**src/rtl/icn_pkg.sv**
```systemverilog
// -----------------------------------------------------------------------------
// icn_pkg
// Constants and helpers shared by the interconnect crossbar, its senders and
// the per-lane receive FIFOs.
//   ICN_W      : crossbar lane width in bits
//   ICN_DEPTH  : default receive FIFO depth in entries
//   cnt_w()    : width of an occupancy counter able to hold 0..depth
// -----------------------------------------------------------------------------
package icn_pkg;

  localparam int ICN_W     = 128;
  localparam int ICN_DEPTH = 8;

  function automatic int cnt_w(input int depth);
    return $clog2(depth + 1);
  endfunction

endpackage

```
**src/rtl/icn_recv_fifo_if.sv**
```systemverilog
// -----------------------------------------------------------------------------
// icn_recv_fifo_if
// Bundle between one crossbar receive lane, the receive FIFO and its consumer.
//   in_en / in_word        : word strobe and data from the crossbar lane
//   out_valid / out_word   : head entry presented to the consumer
//   out_ready              : consumer accepts the head entry
//   count                  : current occupancy
//   almost_full / overflow : stop hint and sticky drop flag for the sender
//   ovf_clr                : clears overflow
// Modport slave is the FIFO side; modport master is the lane/consumer side.
// -----------------------------------------------------------------------------
interface icn_recv_fifo_if
  import icn_pkg::*;
#(
  parameter int W     = ICN_W,
  parameter int DEPTH = ICN_DEPTH
);

  localparam int CW = cnt_w(DEPTH);

  logic          in_en;
  logic [W-1:0]  in_word;
  logic          out_valid;
  logic [W-1:0]  out_word;
  logic          out_ready;
  logic [CW-1:0] count;
  logic          almost_full;
  logic          overflow;
  logic          ovf_clr;

  modport slave (
    input  in_en, in_word, out_ready, ovf_clr,
    output out_valid, out_word, count, almost_full, overflow
  );

  modport master (
    output in_en, in_word, out_ready, ovf_clr,
    input  out_valid, out_word, count, almost_full, overflow
  );

endinterface

```
**src/rtl/icn_sdp_ram.sv**
```systemverilog
// -----------------------------------------------------------------------------
// icn_sdp_ram
// DEPTH x W simple dual-port storage: one synchronous write port and one
// asynchronous (combinational) read port. Contents are never reset.
//   clk     : write clock
//   i_we    : write enable
//   i_waddr : write address
//   i_wdata : write data
//   i_raddr : read address
//   o_rdata : read data, mem[i_raddr] combinationally
// -----------------------------------------------------------------------------
module icn_sdp_ram
  import icn_pkg::*;
#(
  parameter int W     = ICN_W,
  parameter int DEPTH = ICN_DEPTH
) (
  input  logic                     clk,
  input  logic                     i_we,
  input  logic [$clog2(DEPTH)-1:0] i_waddr,
  input  logic [W-1:0]             i_wdata,
  input  logic [$clog2(DEPTH)-1:0] i_raddr,
  output logic [W-1:0]             o_rdata
);

  logic [W-1:0] r_mem [DEPTH];

  always_ff @(posedge clk) begin
    if (i_we) begin
      r_mem[i_waddr] <= i_wdata;
    end
  end

  assign o_rdata = r_mem[i_raddr];

endmodule

```
**src/rtl/icn_recv_fifo.sv**
```systemverilog
// -----------------------------------------------------------------------------
// icn_recv_fifo
// First-word-fall-through receive FIFO for one crossbar receive lane.
// Words strobed by in_en are queued; the head is presented combinationally
// from storage. When full, a push is still accepted if the head is popped in
// the same cycle; otherwise the word is dropped and the sticky overflow flag
// is raised.
//   clk  : clock, all state changes on its rising edge
//   clr  : synchronous active-high reset of pointers, count and flags
//   bus  : icn_recv_fifo_if slave modport (lane input, consumer output,
//          count / almost_full / overflow / ovf_clr)
// -----------------------------------------------------------------------------
module icn_recv_fifo
  import icn_pkg::*;
#(
  parameter int W     = ICN_W,
  parameter int DEPTH = ICN_DEPTH,
  parameter int AFULL = DEPTH - 2
) (
  input  logic            clk,
  input  logic            clr,
  icn_recv_fifo_if.slave  bus
);

  localparam int AW = $clog2(DEPTH);
  localparam int CW = cnt_w(DEPTH);

  logic [AW-1:0] r_rd_ptr;
  logic [AW-1:0] r_wr_ptr;
  logic [CW-1:0] r_count;
  logic          r_afull;
  logic          r_ovf;

  logic          w_full;
  logic          w_pop;
  logic          w_push;
  logic          w_drop;
  logic          w_we;
  logic [CW-1:0] w_count_nxt;
  logic [W-1:0]  w_rdata;

  assign w_full = (r_count == CW'(DEPTH));
  assign w_pop  = (r_count != '0) && bus.out_ready;
  // A full FIFO still takes the word when the head leaves in the same cycle.
  assign w_push = bus.in_en && (!w_full || w_pop);
  assign w_drop = bus.in_en && w_full && !w_pop;
  // clr wins over a push landing in the same cycle.
  assign w_we   = w_push && !clr;

  always_comb begin
    w_count_nxt = r_count;
    unique case ({w_push, w_pop})
      2'b10:   w_count_nxt = r_count + CW'(1);
      2'b01:   w_count_nxt = r_count - CW'(1);
      default: w_count_nxt = r_count;
    endcase
  end

  // Pointers wrap naturally at DEPTH because DEPTH is a power of two.
  always_ff @(posedge clk) begin
    if (clr) begin
      r_rd_ptr <= '0;
      r_wr_ptr <= '0;
      r_count  <= '0;
      r_afull  <= 1'b0;
      r_ovf    <= 1'b0;
    end else begin
      if (w_push) r_wr_ptr <= r_wr_ptr + AW'(1);
      if (w_pop)  r_rd_ptr <= r_rd_ptr + AW'(1);
      r_count <= w_count_nxt;
      r_afull <= (w_count_nxt >= CW'(AFULL));
      // A drop in the same cycle as ovf_clr keeps the flag set.
      if (w_drop)           r_ovf <= 1'b1;
      else if (bus.ovf_clr) r_ovf <= 1'b0;
    end
  end

  icn_sdp_ram #(
    .W     (W),
    .DEPTH (DEPTH)
  ) u_ram (
    .clk     (clk),
    .i_we    (w_we),
    .i_waddr (r_wr_ptr),
    .i_wdata (bus.in_word),
    .i_raddr (r_rd_ptr),
    .o_rdata (w_rdata)
  );

  assign bus.out_valid   = (r_count != '0);
  assign bus.out_word    = w_rdata;
  assign bus.count       = r_count;
  assign bus.almost_full = r_afull;
  assign bus.overflow    = r_ovf;

endmodule

```
**src/flat_wrapper.sv**
```systemverilog
// flat-port wrapper written by rule: the top's interface ports become plain ports
module icn_recv_fifo_flat import icn_pkg::*;
#(
  parameter int W     = ICN_W,
  parameter int DEPTH = ICN_DEPTH,
  parameter int AFULL = DEPTH - 2
)
  (clk, clr, bus_in_en, bus_in_word, bus_out_ready, bus_ovf_clr, bus_out_valid, bus_out_word, bus_count, bus_almost_full, bus_overflow);
  icn_recv_fifo_if #(.W(W), .DEPTH(DEPTH)) bus_i ();
  input  logic clk;
  input  logic clr;
  input wire logic [$bits(bus_i.in_en)-1:0] bus_in_en;
  input wire logic [$bits(bus_i.in_word)-1:0] bus_in_word;
  input wire logic [$bits(bus_i.out_ready)-1:0] bus_out_ready;
  input wire logic [$bits(bus_i.ovf_clr)-1:0] bus_ovf_clr;
  output wire logic [$bits(bus_i.out_valid)-1:0] bus_out_valid;
  output wire logic [$bits(bus_i.out_word)-1:0] bus_out_word;
  output wire logic [$bits(bus_i.count)-1:0] bus_count;
  output wire logic [$bits(bus_i.almost_full)-1:0] bus_almost_full;
  output wire logic [$bits(bus_i.overflow)-1:0] bus_overflow;
  assign bus_i.in_en = bus_in_en;
  assign bus_i.in_word = bus_in_word;
  assign bus_i.out_ready = bus_out_ready;
  assign bus_i.ovf_clr = bus_ovf_clr;
  assign bus_out_valid = bus_i.out_valid;
  assign bus_out_word = bus_i.out_word;
  assign bus_count = bus_i.count;
  assign bus_almost_full = bus_i.almost_full;
  assign bus_overflow = bus_i.overflow;
  icn_recv_fifo #(.W(W), .DEPTH(DEPTH), .AFULL(AFULL)) u_core (.clk(clk), .clr(clr), .bus(bus_i));
endmodule
```
**config.mk**
```make
export PLATFORM = sky130hd
export DESIGN_NAME = icn_recv_fifo_flat
export DESIGN_NICKNAME = d
export VERILOG_FILES = /design/src/rtl/icn_pkg.sv /design/src/rtl/icn_recv_fifo_if.sv /design/src/rtl/icn_sdp_ram.sv /design/src/rtl/icn_recv_fifo.sv /design/src/flat_wrapper.sv
export SDC_FILE = /design/constraint.sdc
export NUM_CORES = 1
export LEC_CHECK = 0
export ABC_AREA = 1
export BUFFER_PORTS_ARGS = -buffer_cell sky130_fd_sc_hd__buf_2
export CAP_MARGIN = 10
export CORE_MARGIN = 3
export CORE_UTILIZATION = 40
export CTS_CLUSTER_SIZE = 24
export DETAILED_ROUTE_END_ITERATION = 10
export GPL_ROUTABILITY_DRIVEN = 0
export PLACE_DENSITY_LB_ADDON = 0.1
export SYNTH_ARGS = -nofsm -noshare
export SYNTH_HDL_FRONTEND = slang
export SYNTH_SLANG_ARGS = --single-unit
export TNS_END_PERCENT = 1
```
**constraint.sdc**
```tcl
create_clock -name clk -period 15.94 [get_ports clk]
set_input_delay 3.188 -clock clk [delete_from_list [all_inputs] [get_ports clk]]
set_output_delay 3.188 -clock clk [all_outputs]
set_load 0.005 [all_outputs]
```
# [Word-level counts from Yosys, hierarchy flattened]
# Memories as Yosys holds them, arrays and structs flattened. A register that Yosys moved wholly into a read port is not among the register bits.
# Index checks and enable logic that the tools add are counted.
[totals] elab_cells=32 memories=1 out_inout_bits=135 mem_bits_rw=1024 register_bits=12
[op_classes] n_eq_ne=3 order_cmp=1 n_reduce_logical=11 n_addsub=4 n_mux=7
[memory_table] name="u_core.u_ram.r_mem" depth=8 word_bits=128 rd=1 rd_ports_with_merged_regs=1 write_ports=1 line="icn_sdp_ram.sv:26" text="logic [W-1:0] r_mem [DEPTH];"
[ops] cell="$pmux W4 S2" n=1
[ops] cell="$add A3 B1 Y3 const B" n=2
[ops] cell="$mux W3" n=2
[ops] cell="$logic_and A1 B1 Y1" n=5
[ops] cell="$add A4 B1 Y4 const B" n=1
[ops] cell="$eq A4 B4 Y1 const B" n=1
[ops] cell="$ge A4 B3 Y1 const B" n=1
[ops] cell="$mux W1" n=4
[ops] cell="$reduce_bool A4 Y1" n=1
[ops] cell="$sub A4 B1 Y4 const B" n=1
[ops] cell="$logic_not A1 Y1" n=3
[ops] cell="$eq A2 B1 Y1 const B" n=1
[ops] cell="$eq A2 B2 Y1 const B" n=1
[ops] cell="$reduce_bool A2 Y1" n=1
[ops] cell="$logic_or A1 B1 Y1" n=1

# [Longest topological paths before layout]
[depth] word_depth=7 mapped_depth=16 depth_no_buf=16

# [Modules after synthesis]
# A second synthesis with hierarchy kept.
[hier_totals] cells_unflattened=4537 hier_area_um2=45189.6
[by_module_without_submodules] module="icn_sdp_ram" instances=1 cells_per_inst=4442 area_each_um2=44515.2 seq_area_each_um2=30749.5
[by_module_without_submodules] module="icn_recv_fifo" instances=1 cells_per_inst=95 area_each_um2=674.4 seq_area_each_um2=240.2

# [Worst setup path after synthesis]
# No wires, ideal clock.
[synth_timing] path_kind="input port to flip-flop" startpoint="in bus_out_ready" endpoint="mem u_core.u_ram.r_mem[6][0] (netlist name) (enable)" slack_ps=2912 t_required_ps=15167 n_path_buf=0 arrival_time_ps=12255 stages=6 cell_sequence="nor2_1 > nand3_1 > nand2_1 > inv_1 > nand2_1 > nor3_1"
[synth_between] elab_chain_cells=6
[synth_rtl] item="from (decl)" line="flat_wrapper.sv:14" text="input wire logic [$bits(bus_i.out_ready)-1:0] bus_out_ready;"
[synth_rtl] item="$logic_and A1 B1 Y1" line="icn_recv_fifo.sv:43" text="assign w_pop = (r_count != '0) && bus.out_ready;"
[synth_rtl] item="$logic_or A1 B1 Y1" line="icn_recv_fifo.sv:45" text="assign w_push = bus.in_en && (!w_full || w_pop);"
[synth_rtl] item="$logic_and A1 B1 Y1" line="icn_recv_fifo.sv:45"
[synth_rtl] item="$logic_and A1 B1 Y1" line="icn_recv_fifo.sv:48" text="assign w_we = w_push && !clr;"
[synth_rtl] item="$mux W1" line="icn_sdp_ram.sv:29" text="if (i_we) begin"
[synth_rtl] item="$mux W1 (implied by the code)" line="icn_sdp_ram.sv:30" text="r_mem[i_waddr] <= i_wdata;"
[synth_rtl] item="to (decl)" line="icn_sdp_ram.sv:26"
# No other way between the ends.

==> impl_metrics.env <==
export IMPL_drive_above_1_share_pct=14.4
export IMPL_hold_class="reg -> reg"
export IMPL_tightestPinTransition_ns=1.22
export IMPL_fin_skew_ns=0.0157
export IMPL_p_per_area_nw_per_um2=152
export IMPL_crit_end="bus_out_word[33]"
export IMPL_dpl_hpwl_mm=47.8
export IMPL_clockBufferDepth=3
export IMPL_finalSetupViolations=0
export IMPL_synth_ff_type="edfxtp_1"
export IMPL_cp_data_arrival_time_ns=4.23
export IMPL_area_growth_pct=14.9
export IMPL_outcome="complete, no violations"
export IMPL_synth_seq_area_share_pct=77.1
export IMPL_grt_pass1_wl_mm=147
export IMPL_drv_slew=0
export IMPL_clk_latency_ns=0.67
export IMPL_grt_pass1_vias=24100
export IMPL_yosysTopAreaCell="edfxtp_1"
export IMPL_period_needed_ns=7.42
export IMPL_crit_path_end_kind="primary output"
export IMPL_grt_overflow=0
export IMPL_ant_nets=0
export IMPL_die_h_um=323
export IMPL_grt_usage_pct=18.6
export IMPL_required_ns=12.75
export IMPL_path_max_fanout=209
export IMPL_r2r_start="u_core.bus.count[1]"
export IMPL_cts_root_buf="clkbuf_16"
export IMPL_synth_area_leaders="edfxtp_1 76%, nor2_1 4.9%, nand2_1 3.8%"
export IMPL_worstReg2RegEnd="u_core.u_ram.r_mem[1][5]"
export IMPL_setup_tns_ns=0
export IMPL_cts_hold_buf=0
export IMPL_n_fill_cell=8667
export IMPL_crit_type="reg -> out"
export IMPL_synth_most_common_cell="edfxtp_1"
export IMPL_h_tree_depth=3
export IMPL_ys_seq_elements=1039
export IMPL_cp_start_kind="flip-flop"
export IMPL_final_hold_viol_count=0
export IMPL_slew_headroom_pct=18.5
export IMPL_cts_tree="yes"
export IMPL_antenna_found_initial=28
export IMPL_drt_iter0_markers=1551
export IMPL_cts_buffers=112
export IMPL_synth_distinct_cells=26
export IMPL_rows=115
export IMPL_synthCells=2854
export IMPL_seqCellArea_um2=31100
export IMPL_synth_edff_count=1024
export IMPL_r2r_setup_slack_ns=12.24
export IMPL_syn_cell_area_um2=40300
export IMPL_ios=268
export IMPL_fmax_mhz=135
export IMPL_synthTopCellsByCount="1,024 x edfxtp_1, 524 x nor2_1, 405 x nand2_1, 265 x o21ai_0"
export IMPL_ir_drop_v=0.000105
export IMPL_timing_final_crit_share_pct=46.5
export IMPL_fin_nets=3220
export IMPL_wl_per_cell_um=21.9
export IMPL_yosysWarnings=0
export IMPL_finish_utilization_pct=46.7
export IMPL_routed_wl_mm=98.0
export IMPL_cap_violations=0
export IMPL_first_pass_iters=6
export IMPL_multi_input_area_um2=8270
export IMPL_syn_nets=2992
export IMPL_core_area_um2=99100
export IMPL_p_total_mw=7.05
export IMPL_via_per_inst=5.31
export IMPL_drcViolationCount=0
export IMPL_io_buffers=267
export IMPL_die_x_um=323
export IMPL_async_reset_ff_share_pct=0
export IMPL_cts_resized_gates=0
export IMPL_start_util_pct=40.6
export IMPL_postSynthAreaPerCell_um2=14.1
export IMPL_rsz0062_at_grt="false"
export IMPL_post_cts_buffers=0
export IMPL_grt_max_degree=216
export IMPL_p_leak_nw=15.7
export IMPL_reg2reg_depth=8
export IMPL_dieArea_um2=105000
export IMPL_vias=23800
export IMPL_clkTransAtPathRegs_ns=0.06
export IMPL_numClockSinks=1039
export IMPL_synth_top_area_share_pct=76.3
cells by family (layout without fill, tap and decap cells):
logic type,Yosys count,in the layout,share of synthesized area (%)
multiplexers,128,128,3.18
flip-flops,1039,1039,77.1
buffers and inverters,205,529,2.49
other,0,12,0
XOR/XNOR,1,1,0.0217
AO/OA/AOI/OAI,531,531,8.19
adder cells (fa/ha/maj),5,5,0.155
AND/OR/NAND/NOR,945,945,8.87
cell usage in the layout (no fill, tap or decap), drive strengths merged:
master,Yosys,final
edfxtp,1024,1024
nor2,524,524
nand2,405,405
buf,85,298
o21ai,265,265
clkbuf,99,142
o32ai,128,128
mux2i,128,128
o22ai,128,128
clkinv,0,56
inv,21,22
dfxtp,15,15
diode,0,12
nand3,9,9
a21oi,9,9
bufinv,0,9
ha,5,5
nor3,4,4
clkinvlp,0,2
a21o,1,1
or2,1,1
and3,1,1
nand4,1,1
xor2,1,1
flip-flops by register name, summed over array words and instances, names as in the netlist, named ones only:
register	flops
u_core.r_rd_ptr	3
u_core.u_ram.r_mem	1024
u_core.r_wr_ptr	3
u_core.bus.almost_full	1
u_core.bus.overflow	1
u_core.bus.count	4
where the power goes:
part | internal, mW | switching, mW | leakage, nW
Sequential | 3.08 | 0.0681 | 9.37
Combinational | 0.506 | 0.913 | 4.59
Clock | 1.47 | 1.01 | 1.73
Total | 5.06 | 1.99 | 15.7
layout make-up:
class                      count  share of cell area [%]
antenna                       12                  0.0649
clock buffer                 142                    6.53
clock inverter                68                    1.14
inverter                      21                   0.214
multi-input combinational   1610                    17.9
sequential                  1039                    67.1
tap                         1287                    3.48
timing repair buffer         298                    3.58
critical path, stage by stage, from the launching register on:
cell     delay, ns
dfxtp_4       0.81
buf_12        0.72
buf_4         0.95
nor2_1        0.13
o32ai_1       0.35
nand2_1       0.08
nand2_1       0.13
buf_2         0.12
worst min-delay path by stage:
| stage | cells past startpoint | start | end | slack [ns] |
|---|---|---|---|---|
| after floorplan | 1 | u_core.r_rd_ptr[0] | flip-flop | 0.45 |
| after CTS | 2 | u_core.bus.overflow | u_core.bus.overflow | 0.47 |
| after detailed placement | 2 | u_core.bus.overflow | u_core.bus.overflow | 0.46 |
| after global routing | 2 | u_core.bus.overflow | u_core.bus.overflow | 0.51 |
| after global placement | 2 | u_core.bus.overflow | u_core.bus.overflow | 0.46 |
| final | 2 | u_core.bus.overflow | u_core.bus.overflow | 0.47 |
metal layers:
metal  up-vias  GRT usage [%]  part of all wire, %
li1      11100              -                    -
met1     12000           24.9                   44
met2       500           30.5                   48
met3       136           4.20                  5.7
met4        18           5.33                  2.0
met5         -              0                 0.13
metrics by stage:
| step | instances | setup WS [ns] | hold slack (ns) | cell area (um^2) |
|---|---|---|---|---|
| final | 4477 | 8.52 | 0.468 | 46300 |
| after global routing | 4468 | 8.08 | 0.506 | 46300 |
| after CTS | 4465 | 8.37 | 0.474 | 46300 |
| after detailed placement | 4255 | 9.12 | 0.465 | 42700 |
| after global placement | 4255 | 9.15 | 0.456 | 42700 |
| after floorplan | 2854 | 2.91 | 0.448 | 40300 |
Note: power is estimated with default switching activity, not from simulation.
